## src/rtl/pwm_bank_if.sv

```systemverilog
// PicoSoC iomem bus bundle used by pwm_bank.
// The master drives the request; the slave returns ready and read data.
interface pwm_bank_if;
    logic        iomem_valid;
    logic        iomem_ready;
    logic [3:0]  iomem_wstrb;
    logic [31:0] iomem_addr;
    logic [31:0] iomem_wdata;
    logic [31:0] iomem_rdata;

    modport master (
        output iomem_valid, iomem_wstrb, iomem_addr, iomem_wdata,
        input  iomem_ready, iomem_rdata
    );

    modport slave (
        input  iomem_valid, iomem_wstrb, iomem_addr, iomem_wdata,
        output iomem_ready, iomem_rdata
    );
endinterface

```

## src/rtl/pwm_bank.sv

```systemverilog
// Multi-channel PWM bus slave: shared prescaler and period counter, N duty compares, wrap pulse.
// Define PWM_BANK_SHADOW_EN to load period/duty into the active copies only at wrap or while stopped.
module pwm_bank #(
    parameter int          CHANNELS  = 4,
    parameter int          WIDTH     = 16,
    parameter logic [23:0] BASE_ADDR = 24'h030005
) (
    input  logic                clk,
    input  logic                reset,
    pwm_bank_if.slave           bus,
    output logic [CHANNELS-1:0] pwm_out,
    output logic                wrap_irq
);

    function automatic logic [31:0] merge_bytes(input logic [31:0] old_v,
                                                input logic [31:0] new_v,
                                                input logic [3:0]  strb);
        logic [31:0] r;
        r = old_v;
        for (int b = 0; b < 4; b++) begin
            r[8*b +: 8] = strb[b] ? new_v[8*b +: 8] : old_v[8*b +: 8];
        end
        return r;
    endfunction

    function automatic logic [31:0] zext(input logic [WIDTH-1:0] v);
        logic [31:0] r;
        r = 32'd0;
        r[WIDTH-1:0] = v;
        return r;
    endfunction

    logic                ready_q, ready_d;
    logic [31:0]         rdata_q, rdata_d;
    logic                run_q, run_d;
    logic [CHANNELS-1:0] en_q, en_d;
    logic [WIDTH-1:0]    period_q, period_d;
    logic [15:0]         prescale_q, prescale_d;
    logic [WIDTH-1:0]    duty_q [CHANNELS];
    logic [WIDTH-1:0]    duty_d [CHANNELS];
    logic [15:0]         pre_q, pre_d;
    logic [WIDTH-1:0]    cnt_q, cnt_d;
    logic [CHANNELS-1:0] pwm_q, pwm_d;
    logic                wrap_q, wrap_d;

    logic [WIDTH-1:0]    period_act;
    logic [WIDTH-1:0]    duty_act [CHANNELS];

    logic [5:0]          word_s;
    logic                accept_s;
    logic                wr_en_s;
    logic [31:0]         rd_val_s;
    logic [31:0]         wr_val_s;
    logic                tick_s;
    logic                at_top_s;
    logic                wrap_s;
    logic                unused_bits_s;

    assign word_s   = bus.iomem_addr[7:2];
    assign accept_s = bus.iomem_valid && !ready_q && (bus.iomem_addr[31:8] == BASE_ADDR);
    assign wr_en_s  = accept_s && (bus.iomem_wstrb != 4'b0000);

    // Register file: read mux, byte-merged writes and the one-cycle acknowledge.
    always_comb begin
        rd_val_s = 32'd0;
        case (word_s)
            6'd0: begin
                rd_val_s[0]             = run_q;
                rd_val_s[8 +: CHANNELS] = en_q;
            end
            6'd1:    rd_val_s = zext(period_q);
            6'd2:    rd_val_s = {16'd0, prescale_q};
            6'd3:    rd_val_s = zext(cnt_q);
            default: begin
                for (int i = 0; i < CHANNELS; i++) begin
                    rd_val_s = (word_s == 6'(4 + i)) ? zext(duty_q[i]) : rd_val_s;
                end
            end
        endcase

        // The read mux already yields the current register value, so it is the merge base.
        wr_val_s   = merge_bytes(rd_val_s, bus.iomem_wdata, bus.iomem_wstrb);
        run_d      = run_q;
        en_d       = en_q;
        period_d   = period_q;
        prescale_d = prescale_q;
        duty_d     = duty_q;
        case (word_s)
            6'd0: begin
                run_d = wr_en_s ? wr_val_s[0] : run_q;
                en_d  = wr_en_s ? wr_val_s[8 +: CHANNELS] : en_q;
            end
            6'd1:    period_d   = wr_en_s ? wr_val_s[WIDTH-1:0] : period_q;
            6'd2:    prescale_d = wr_en_s ? wr_val_s[15:0] : prescale_q;
            default: begin
                for (int i = 0; i < CHANNELS; i++) begin
                    duty_d[i] = (wr_en_s && (word_s == 6'(4 + i))) ? wr_val_s[WIDTH-1:0] : duty_q[i];
                end
            end
        endcase

        ready_d = accept_s;
        rdata_d = (accept_s && !wr_en_s) ? rd_val_s : 32'd0;
    end

    // Prescaler, period counter, compare outputs and wrap pulse.
    always_comb begin
        tick_s   = (pre_q == prescale_q);
        // The all-ones term covers a counter that has overtaken a shortened period.
        at_top_s = (cnt_q == period_act) || (cnt_q == {WIDTH{1'b1}});
        wrap_s   = run_q && tick_s && at_top_s;

        pre_d = run_q ? (tick_s ? 16'd0 : pre_q + 16'd1) : 16'd0;
        cnt_d = run_q ? (tick_s ? (at_top_s ? {WIDTH{1'b0}} : cnt_q + WIDTH'(1)) : cnt_q)
                      : {WIDTH{1'b0}};

        for (int i = 0; i < CHANNELS; i++) begin
            pwm_d[i] = run_q && en_q[i] && (cnt_q < duty_act[i]);
        end
        wrap_d = wrap_s;
    end

`ifdef PWM_BANK_SHADOW_EN
    logic [WIDTH-1:0] period_act_q, period_act_d;
    logic [WIDTH-1:0] duty_act_q [CHANNELS];
    logic [WIDTH-1:0] duty_act_d [CHANNELS];
    logic             load_act_s;

    // Active copies track the bus registers while stopped and otherwise only at a wrap.
    always_comb begin
        load_act_s   = !run_q || wrap_s;
        period_act_d = load_act_s ? period_q : period_act_q;
        for (int i = 0; i < CHANNELS; i++) begin
            duty_act_d[i] = load_act_s ? duty_q[i] : duty_act_q[i];
            duty_act[i]   = duty_act_q[i];
        end
        period_act = period_act_q;
    end

    // Active-copy state.
    always_ff @(posedge clk or posedge reset) begin
        if (reset) begin
            period_act_q <= {WIDTH{1'b0}};
            for (int i = 0; i < CHANNELS; i++) begin
                duty_act_q[i] <= {WIDTH{1'b0}};
            end
        end else begin
            period_act_q <= period_act_d;
            duty_act_q   <= duty_act_d;
        end
    end
`else
    // Without shadowing the compare uses the bus registers directly.
    always_comb begin
        period_act = period_q;
        for (int i = 0; i < CHANNELS; i++) begin
            duty_act[i] = duty_q[i];
        end
    end
`endif

    // Bus, configuration and counting state.
    always_ff @(posedge clk or posedge reset) begin
        if (reset) begin
            ready_q    <= 1'b0;
            rdata_q    <= 32'd0;
            run_q      <= 1'b0;
            en_q       <= {CHANNELS{1'b0}};
            period_q   <= {WIDTH{1'b0}};
            prescale_q <= 16'd0;
            for (int i = 0; i < CHANNELS; i++) begin
                duty_q[i] <= {WIDTH{1'b0}};
            end
            pre_q      <= 16'd0;
            cnt_q      <= {WIDTH{1'b0}};
            pwm_q      <= {CHANNELS{1'b0}};
            wrap_q     <= 1'b0;
        end else begin
            ready_q    <= ready_d;
            rdata_q    <= rdata_d;
            run_q      <= run_d;
            en_q       <= en_d;
            period_q   <= period_d;
            prescale_q <= prescale_d;
            duty_q     <= duty_d;
            pre_q      <= pre_d;
            cnt_q      <= cnt_d;
            pwm_q      <= pwm_d;
            wrap_q     <= wrap_d;
        end
    end

    assign bus.iomem_ready = ready_q;
    assign bus.iomem_rdata = rdata_q;
    assign pwm_out         = pwm_q;
    assign wrap_irq        = wrap_q;
    assign unused_bits_s   = ^{bus.iomem_addr[1:0], wr_val_s};

endmodule

```

## src/flat_wrapper.sv

```systemverilog
// flat-port wrapper written by rule: the top's interface ports become plain ports
module pwm_bank_flat 
#(
    parameter int          CHANNELS  = 4,
    parameter int          WIDTH     = 16,
    parameter logic [23:0] BASE_ADDR = 24'h030005
)
  (clk, reset, pwm_out, wrap_irq, bus_iomem_valid, bus_iomem_wstrb, bus_iomem_addr, bus_iomem_wdata, bus_iomem_ready, bus_iomem_rdata);
  pwm_bank_if bus_i ();
  input  logic clk;
  input  logic reset;
  output logic [CHANNELS-1:0] pwm_out;
  output logic wrap_irq;
  input wire logic [$bits(bus_i.iomem_valid)-1:0] bus_iomem_valid;
  input wire logic [$bits(bus_i.iomem_wstrb)-1:0] bus_iomem_wstrb;
  input wire logic [$bits(bus_i.iomem_addr)-1:0] bus_iomem_addr;
  input wire logic [$bits(bus_i.iomem_wdata)-1:0] bus_iomem_wdata;
  output wire logic [$bits(bus_i.iomem_ready)-1:0] bus_iomem_ready;
  output wire logic [$bits(bus_i.iomem_rdata)-1:0] bus_iomem_rdata;
  assign bus_i.iomem_valid = bus_iomem_valid;
  assign bus_i.iomem_wstrb = bus_iomem_wstrb;
  assign bus_i.iomem_addr = bus_iomem_addr;
  assign bus_i.iomem_wdata = bus_iomem_wdata;
  assign bus_iomem_ready = bus_i.iomem_ready;
  assign bus_iomem_rdata = bus_i.iomem_rdata;
  pwm_bank #(.CHANNELS(CHANNELS), .WIDTH(WIDTH), .BASE_ADDR(BASE_ADDR)) u_core (.clk(clk), .reset(reset), .bus(bus_i), .pwm_out(pwm_out), .wrap_irq(wrap_irq));
endmodule
```

## config.mk

```make
export PLATFORM = sky130hd
export DESIGN_NAME = pwm_bank_flat
export DESIGN_NICKNAME = d
export VERILOG_FILES = /design/src/rtl/pwm_bank_if.sv /design/src/rtl/pwm_bank.sv /design/src/flat_wrapper.sv
export SDC_FILE = /design/constraint.sdc
export NUM_CORES = 1
export LEC_CHECK = 0
export CORE_MARGIN = 2
export CORE_UTILIZATION = 40
export CTS_CLUSTER_DIAMETER = 60
export DETAILED_ROUTE_END_ITERATION = 7
export PLACE_DENSITY = 0.69
export SLEW_MARGIN = 20
export SYNTH_ARGS = -nofsm -noshare
export SYNTH_HDL_FRONTEND = slang
export SYNTH_SLANG_ARGS = --single-unit
```

## constraint.sdc

```tcl
create_clock -name clk -period 10.3 [get_ports clk]
set_input_delay 2.06 -clock clk [delete_from_list [all_inputs] [get_ports clk]]
set_output_delay 2.06 -clock clk [all_outputs]
set_load 0.01 [all_outputs]
```

After elaboration in Yosys (flattened, before gate mapping):

Cells that the tools add are included.
Widths: inputs -> output; s select.

* bits in read-only memories: 0
* bits in latches: 0
* word-level logic and storage cells: 80
* bits in registers: 171
* bits in writable memories: 0
* output and inout port bits: 38
* memories kept: 0
* input port bits: 71

* magnitude comparators: 4
* reductions and logical operators: 31
* $add $sub $neg: 2
* eq/ne operators: 12
* bitwise operators: 1
* div/mod/pow operators: 0
* multiply operators: 0
* shifts and indexed selects: 0
* multiplexer cells: 16

Operator list (count)
* $mux 32: 4
* $mux 16: 6
* $pmux 20 s4: 1
* $lt 16x16->1: 4
* $add 16x1->16 const B: 2
* $eq 16x16->1: 2
* $pmux 7 s4: 1
* $eq 24x18->1 const B: 1
* $eq 6x3->1 const B: 4
* $logic_and 1x1->1: 18
* $eq 16x16->1 const B: 1
* $mux 8: 2
* $pmux 4 s4: 1
* $reduce_and 2->1: 7
* $eq 6x2->1 const B: 2
* $eq 6x1->1 const B: 1
* $logic_not 6->1: 1
* $pmux 1 s4: 1
* $reduce_bool 4->1: 1
* $reduce_or 3->1: 1
* $logic_not 1->1: 2
* $ne 2x2->1 const B: 1
* $logic_or 1x1->1: 1
* $not 1->1: 1

Longest topological paths before layout:

* word-level depth: 7
* depth in mapped cells: 8
* gate-level depth less buffers: 7

Worst setup path after synthesis:

Ideal clock, no wire load.

* kind: input -> register
* start point: input bus_iomem_addr[2]
* end point: register u_core.duty_q (netlist bit u_core.duty_act[21])
* required time: 10.172 ns
* stages: 7
* path slack: 6.458 ns
* path buffers: 2
* arrival: 3.714 ns
* cell sequence: buf_4 > buf_1 > mux2_2 > a22oi_1 > o21ai_0 > mux2_2 > mux2_1

* cells in the longest elaborated chain, start to end: 7
* elaborated cells on any way between the ends: 18
* those cells by class: eq/ne: 7; mux: 6; bitwise: 1; reduce/logical: 4

Ends and longest elaborated chain
* from (decl): RTL line flat_wrapper.sv:16 `input wire logic [$bits(bus_i.iomem_addr)-1:0] bus_iomem_addr;`
* $eq 6x3->1: RTL line pwm_bank.sv:76 `rd_val_s = (word_s == 6'(4 + i)) ? zext(duty_q[i]) : rd_val_s;`
* $mux 16: RTL line pwm_bank.sv:76
* $mux 32 (3 in a row): RTL line pwm_bank.sv:76
* $pmux 7 s4: RTL line pwm_bank.sv:66 `case (word_s)`
* $mux 8: RTL line pwm_bank.sv:21 `r[8*b +: 8] = strb[b] ? new_v[8*b +: 8] : old_v[8*b +: 8];`
* to (signal, indexed assignment): RTL line pwm_bank.sv:172 `duty_q[i] <= {WIDTH{1'b0}};`
* to (signal assigned): RTL line pwm_bank.sv:185 `duty_q <= duty_d;`
* to (decl): RTL line pwm_bank.sv:39 `logic [WIDTH-1:0] duty_q [CHANNELS];`

Several ways; a longest one is shown, not always the timed one.
A chain may end at the register's enable or synchronous reset.

Worst setup path in the final report:

* start point: input bus_iomem_addr[10]
* end point: register u_core.period_q[10] (netlist: u_core.period_act[10])

* cells in the longest elaborated chain, start to end: 4

Ends and longest elaborated chain
* $eq 24x18->1: RTL line pwm_bank.sv:60 `assign accept_s = bus.iomem_valid && !ready_q && (bus.iomem_addr[31:8] == BASE_ADDR);`
* $logic_and 1x1->1: RTL line pwm_bank.sv:60
* $logic_and 1x1->1: RTL line pwm_bank.sv:61 `assign wr_en_s = accept_s && (bus.iomem_wstrb != 4'b0000);`
* $reduce_and 2->1 (no line)
* to (signal assigned): RTL line pwm_bank.sv:169 `period_q <= {WIDTH{1'b0}};`
* to (signal assigned): RTL line pwm_bank.sv:183 `period_q <= period_d;`
* to (decl): RTL line pwm_bank.sv:37 `logic [WIDTH-1:0] period_q, period_d;`

No other way between the ends.

==> results.txt <==
The number of instances in the synthesized netlist came out at just under 900. In this run the register-to-register setup slack is a little over 7 ns. Summed over all instances, the cell type with the most area after synthesis is dfrtp_1. For the pin with the worst max-slew slack, the measured transition is between 1 and 1.5 ns.

The placer's final routability congestion estimate is between 0.8 and 0.9. Clock-pin slew was measured on the worst setup and hold paths at around 0.060 ns. 0 antenna diodes ended up in the layout. The clock share of power came out at between 40% and 50%. The signed area change from the synthesized netlist to the final layout came out at 16.61%. The tree is rooted in a clkbuf_16. The share of the Yosys chip area taken by registers is between 40% and 50%. By area the synthesized netlist is led by dfrtp_1 (41%), mux2_2 (14%), ha_1 (8.3%), mux4_2 (3.8%), inv_1 (2.7%). In the synthesized netlist the dominant register cell turns out to be dfrtp_1. The quantity of I/O buffers inserted on ports is 74. The synthesized netlist devotes around 4.3% of its cell area to XOR and XNOR gates. The final non-filler cell area came out at about 11000 µm². The arrival time at the worst endpoint is 5.22 ns.

The violation count after the first detailed-routing iteration came out at 366. The final-report hold violation count is 0. The final critical-path share of the clock period is a little under half. In this run, flip-flops and latches consume 46.1% of the power.

The path class of the tightest hold or removal check is reg2reg. The worst setup slack after placement is 4.910 ns. For the worst-skew pair, the clock arrives at the later sink with an insertion delay of ~0.43 ns.

The synthesized-area fraction occupied by ao, oa, aoi and oai cells came out at 7.609%. The most common cell in the netlist is dfrtp_1. The TritonCTS clock tree is yes. The clock buffer count from CTS is 17. The least setup slack across all paths after layout came out at 5.387 ns.

The remaining routing DRC violations is 0. The full die area is between 20000 and 25000 µm². The largest buffer count on any clock path came out at 2. STA classifies the critical path startpoint as an input port.

The area share of and/or/nand/nor cells after synthesis is approximately 13%. The mapped netlist covers 9373 µm². The H-tree was split into 4 levels. After the last flow step, the layout net total stands at ~1.1k. CTS saw between 150 and 200 sinks.

The depth of the worst register-to-register path is 5. The run finished with clean final reports. The total congestion overflow is 0. The routed via count divided by cell count came out at roughly 5.6. The timing-limited maximum frequency came out at just over 200 MHz. The final core utilization is a little under half.

The cell-internal power is 1.029 mW. The maximum number of pins on one net before global-route repair came out at 85. The analysis attributes to cell leakage a power of 4.949 nW.

The post-detailed-placement half-perimeter wirelength is 17.54 mm. The setup TNS after final layout is 0 ns. The total setup violations reported at the end of the flow is 0.

The I/O pin count is about 110. The first-pass iteration count of the detailed router came out at 5. The via count of the first global-routing pass came out at approximately 7.2k. The total core area came out at roughly 23000 µm². The mean instance size in the synthesized netlist is roughly 11 µm². The number of synthesized register bits is ~160. The routed via count came out at 7026. Across the run, the number of max-cap violations was 0. In this run, post-CTS hold repair placed 0 buffers. By area, the combinational part of the netlist is dominated by multiplexers. The design draws between 1 and 1.5 mW. Ranked by instance count, the synthesized netlist is headed by dfrtp_1 (155), mux2_2 (120), inv_1 (67), ha_1 (62), nand2_1 (52). Headroom to the max-slew limit came out at a little over a quarter. The fraction of synthesis flops using an asynchronous set or reset pin came out at 100.0%. STA classifies the critical path endpoint as a register.

The chip height came out at 157.1 µm. The combined global-route utilization of all metal layers is a little over a fifth. The initial antenna violation count is 0. Dividing total power by cell area gives a power density of about 120 nW/µm².

The number of post-CTS setup repair buffers is 0. The initial utilization of the core area, before any placement, comes to between 40% and 50%. The number of rows created at floorplan came out at 56.

The adder-cell share of the synthesized area came out at a little over 8%. The max-slew violation count came to 0. The final cell count without fillers is around 1.3k. IR analysis of the VDD net gives a maximum drop of a little under 0.1 mV.

The detail route stage leaves a number of antenna-violating nets equal to 0. The area share of the leading cell type in the synthesized netlist is about 41%. The startpoint identified for the worst register-to-register timing path is u_core.cnt_q[6]$_DFFE_PP0P_.

In this run the critical register-to-register path is captured at u_core.cnt_q[2]$_DFFE_PP0P_. The cell area reported after detailed placement is 10320 µm². Cells with a size suffix above 1 make up about a fifth of the layout. The net switching power figure came out at a little under 0.3 mW. The largest fanout on the critical path came out at 16. On the final layout, the worst hold slack is ~0.52 ns. The post-cts gate resize count came out at 0.

The detailed-route wire length is 24.59 mm. The path with the worst hold slack has its endpoint at u_core.duty_act[22]$_DFFE_PP0P_. The setup skew after layout is about 0.0063 ns. The first-pass GRT wire length came out at a little under 40 mm. In this run, the combinational gates consume 5.0% of the power. The beginning of the worst hold path is u_core.duty_act[22]$_DFFE_PP0P_. Setup repair after global routing left no endpoint under its margin. The routed length per placed instance came out at about 20 µm. The required arrival time at the worst endpoint came out at around 11 ns. During synthesis, Yosys emitted a total of 0 warnings. The number of cells in the design after placement is approximately 1.2k. Counting flops with a built-in enable in the synthesized netlist gives 0. The mux share of post-synthesis cell area came out at 19.48%. The floorplan step set the die width to around 160 µm.

The number of different library cells used by synthesis comes to 53. The startpoint-to-endpoint class of the critical path is in2reg. The switching power as a share of total power is 22.12%. The depth of the worst hold-timing path is 1.

Subtracting the final worst setup slack from the clock period gives 4.913 ns.
==> power by group through the flow <==
stage	sequential (mW)	combinational, mW	clock [mW]
after floorplan	0.620	0.0365	0
final	0.609	0.0663	0.646
after CTS	0.609	0.0673	0.657
after detailed placement	0.620	0.0671	0
after global routing	0.608	0.0725	0.684
after global placement	0.620	0.0662	0
==> worst max path at each step <==
stage / start / end / depth (start not counted)
finish: bus_iomem_addr[10] / u_core.period_act[10]$_DFFE_PP0P_ / 6
global route: bus_iomem_addr[10] / u_core.period_act[1]$_DFFE_PP0P_ / 6
CTS: bus_iomem_addr[10] / u_core.period_act[10]$_DFFE_PP0P_ / 6
detailed placement: bus_iomem_addr[10] / u_core.period_act[10]$_DFFE_PP0P_ / 6
global placement: bus_iomem_addr[10] / u_core.period_act[3]$_DFFE_PP0P_ / 6
floorplan: reset / u_core.bus.iomem_rdata[0]$_DFF_PP0_ / 1
==> logic make-up (layout without fill, tap and decap cells) <==
kind of cell	after synthesis	count (layout)
and+or+nand+nor	224	224
DFF	155	155
muxes	147	147
buffers and inverters	126	183
AOI/OAI and AO/OA	105	105
adders and majority gates	62	62
xor gates and xnor gates	46	46
other	1	16
==> worst max-delay path: stages <==
cell,delay [ns]
clkdlybuf4s50_1,0.44
nor4bb_1,0.32
and4_1,0.27
and2_1,0.63
nand4_1,0.92
mux2_2,0.57
==> routing by layer <==
metal | GRT usage, % | up-vias | part of all wire (%)
met5 | 0 | - | 0
met4 | 6.623 | 0 | 2.2
met3 | 3.497 | 35 | 4.7
met2 | 35.63 | 205 | 49
met1 | 27.20 | 3561 | 44
li1 | - | 3225 | -
==> state kept, by name, summed over array words and instances, names as in the netlist <==
| register | flops |
|---|---|
| u_core.pwm_out | 4 |
| u_core.bus.iomem_ready | 1 |
| u_core.run_q | 1 |
| u_core.cnt_q | 16 |
| u_core.prescale_q | 16 |
| u_core.duty_act | 64 |
| u_core.bus.iomem_rdata | 16 |
| u_core.wrap_irq | 1 |
| u_core.pre_q | 16 |
| u_core.period_act | 16 |
| u_core.en_q | 4 |
==> cell usage in the layout, fill, tap and decap left out, types with 4 or more instances in the layout <==
cell type and instances:
mux2_2 120, xor2_1 21, a22oi_1 12, o21ai_0 19, conb_1 16, a31oi_1 8
clkdlybuf4s50_1 72, dfrtp_1 155, nor3_1 6, xnor2_1 25, a2111oi_0 4, nand2_1 52
inv_1 66, nor2_1 37, nor4_1 13, clkinv_2 4, ha_1 62, nand2b_1 4
nor2b_1 6, mux2i_1 8, clkbuf_16 17, o211ai_1 4, and3_1 19, nand3_1 29
a41oi_1 5, a21oi_1 20, mux4_2 16, o311ai_1 5, o2bb2ai_1 5, buf_4 8
nand4_1 31, a21o_1 16
==> area by class of cell <==
cell class              instances  area (µm²)
flip-flops and latches        155        3879
clock inverters                11       143.9
inverters                      68       260.3
multi-input cells             600        4985
fillers                      2161       12330
well taps                     319       399.1
repair buffers                 83       802.0
clock buffers                  21       460.4
(Power assumes the default switching activity.)
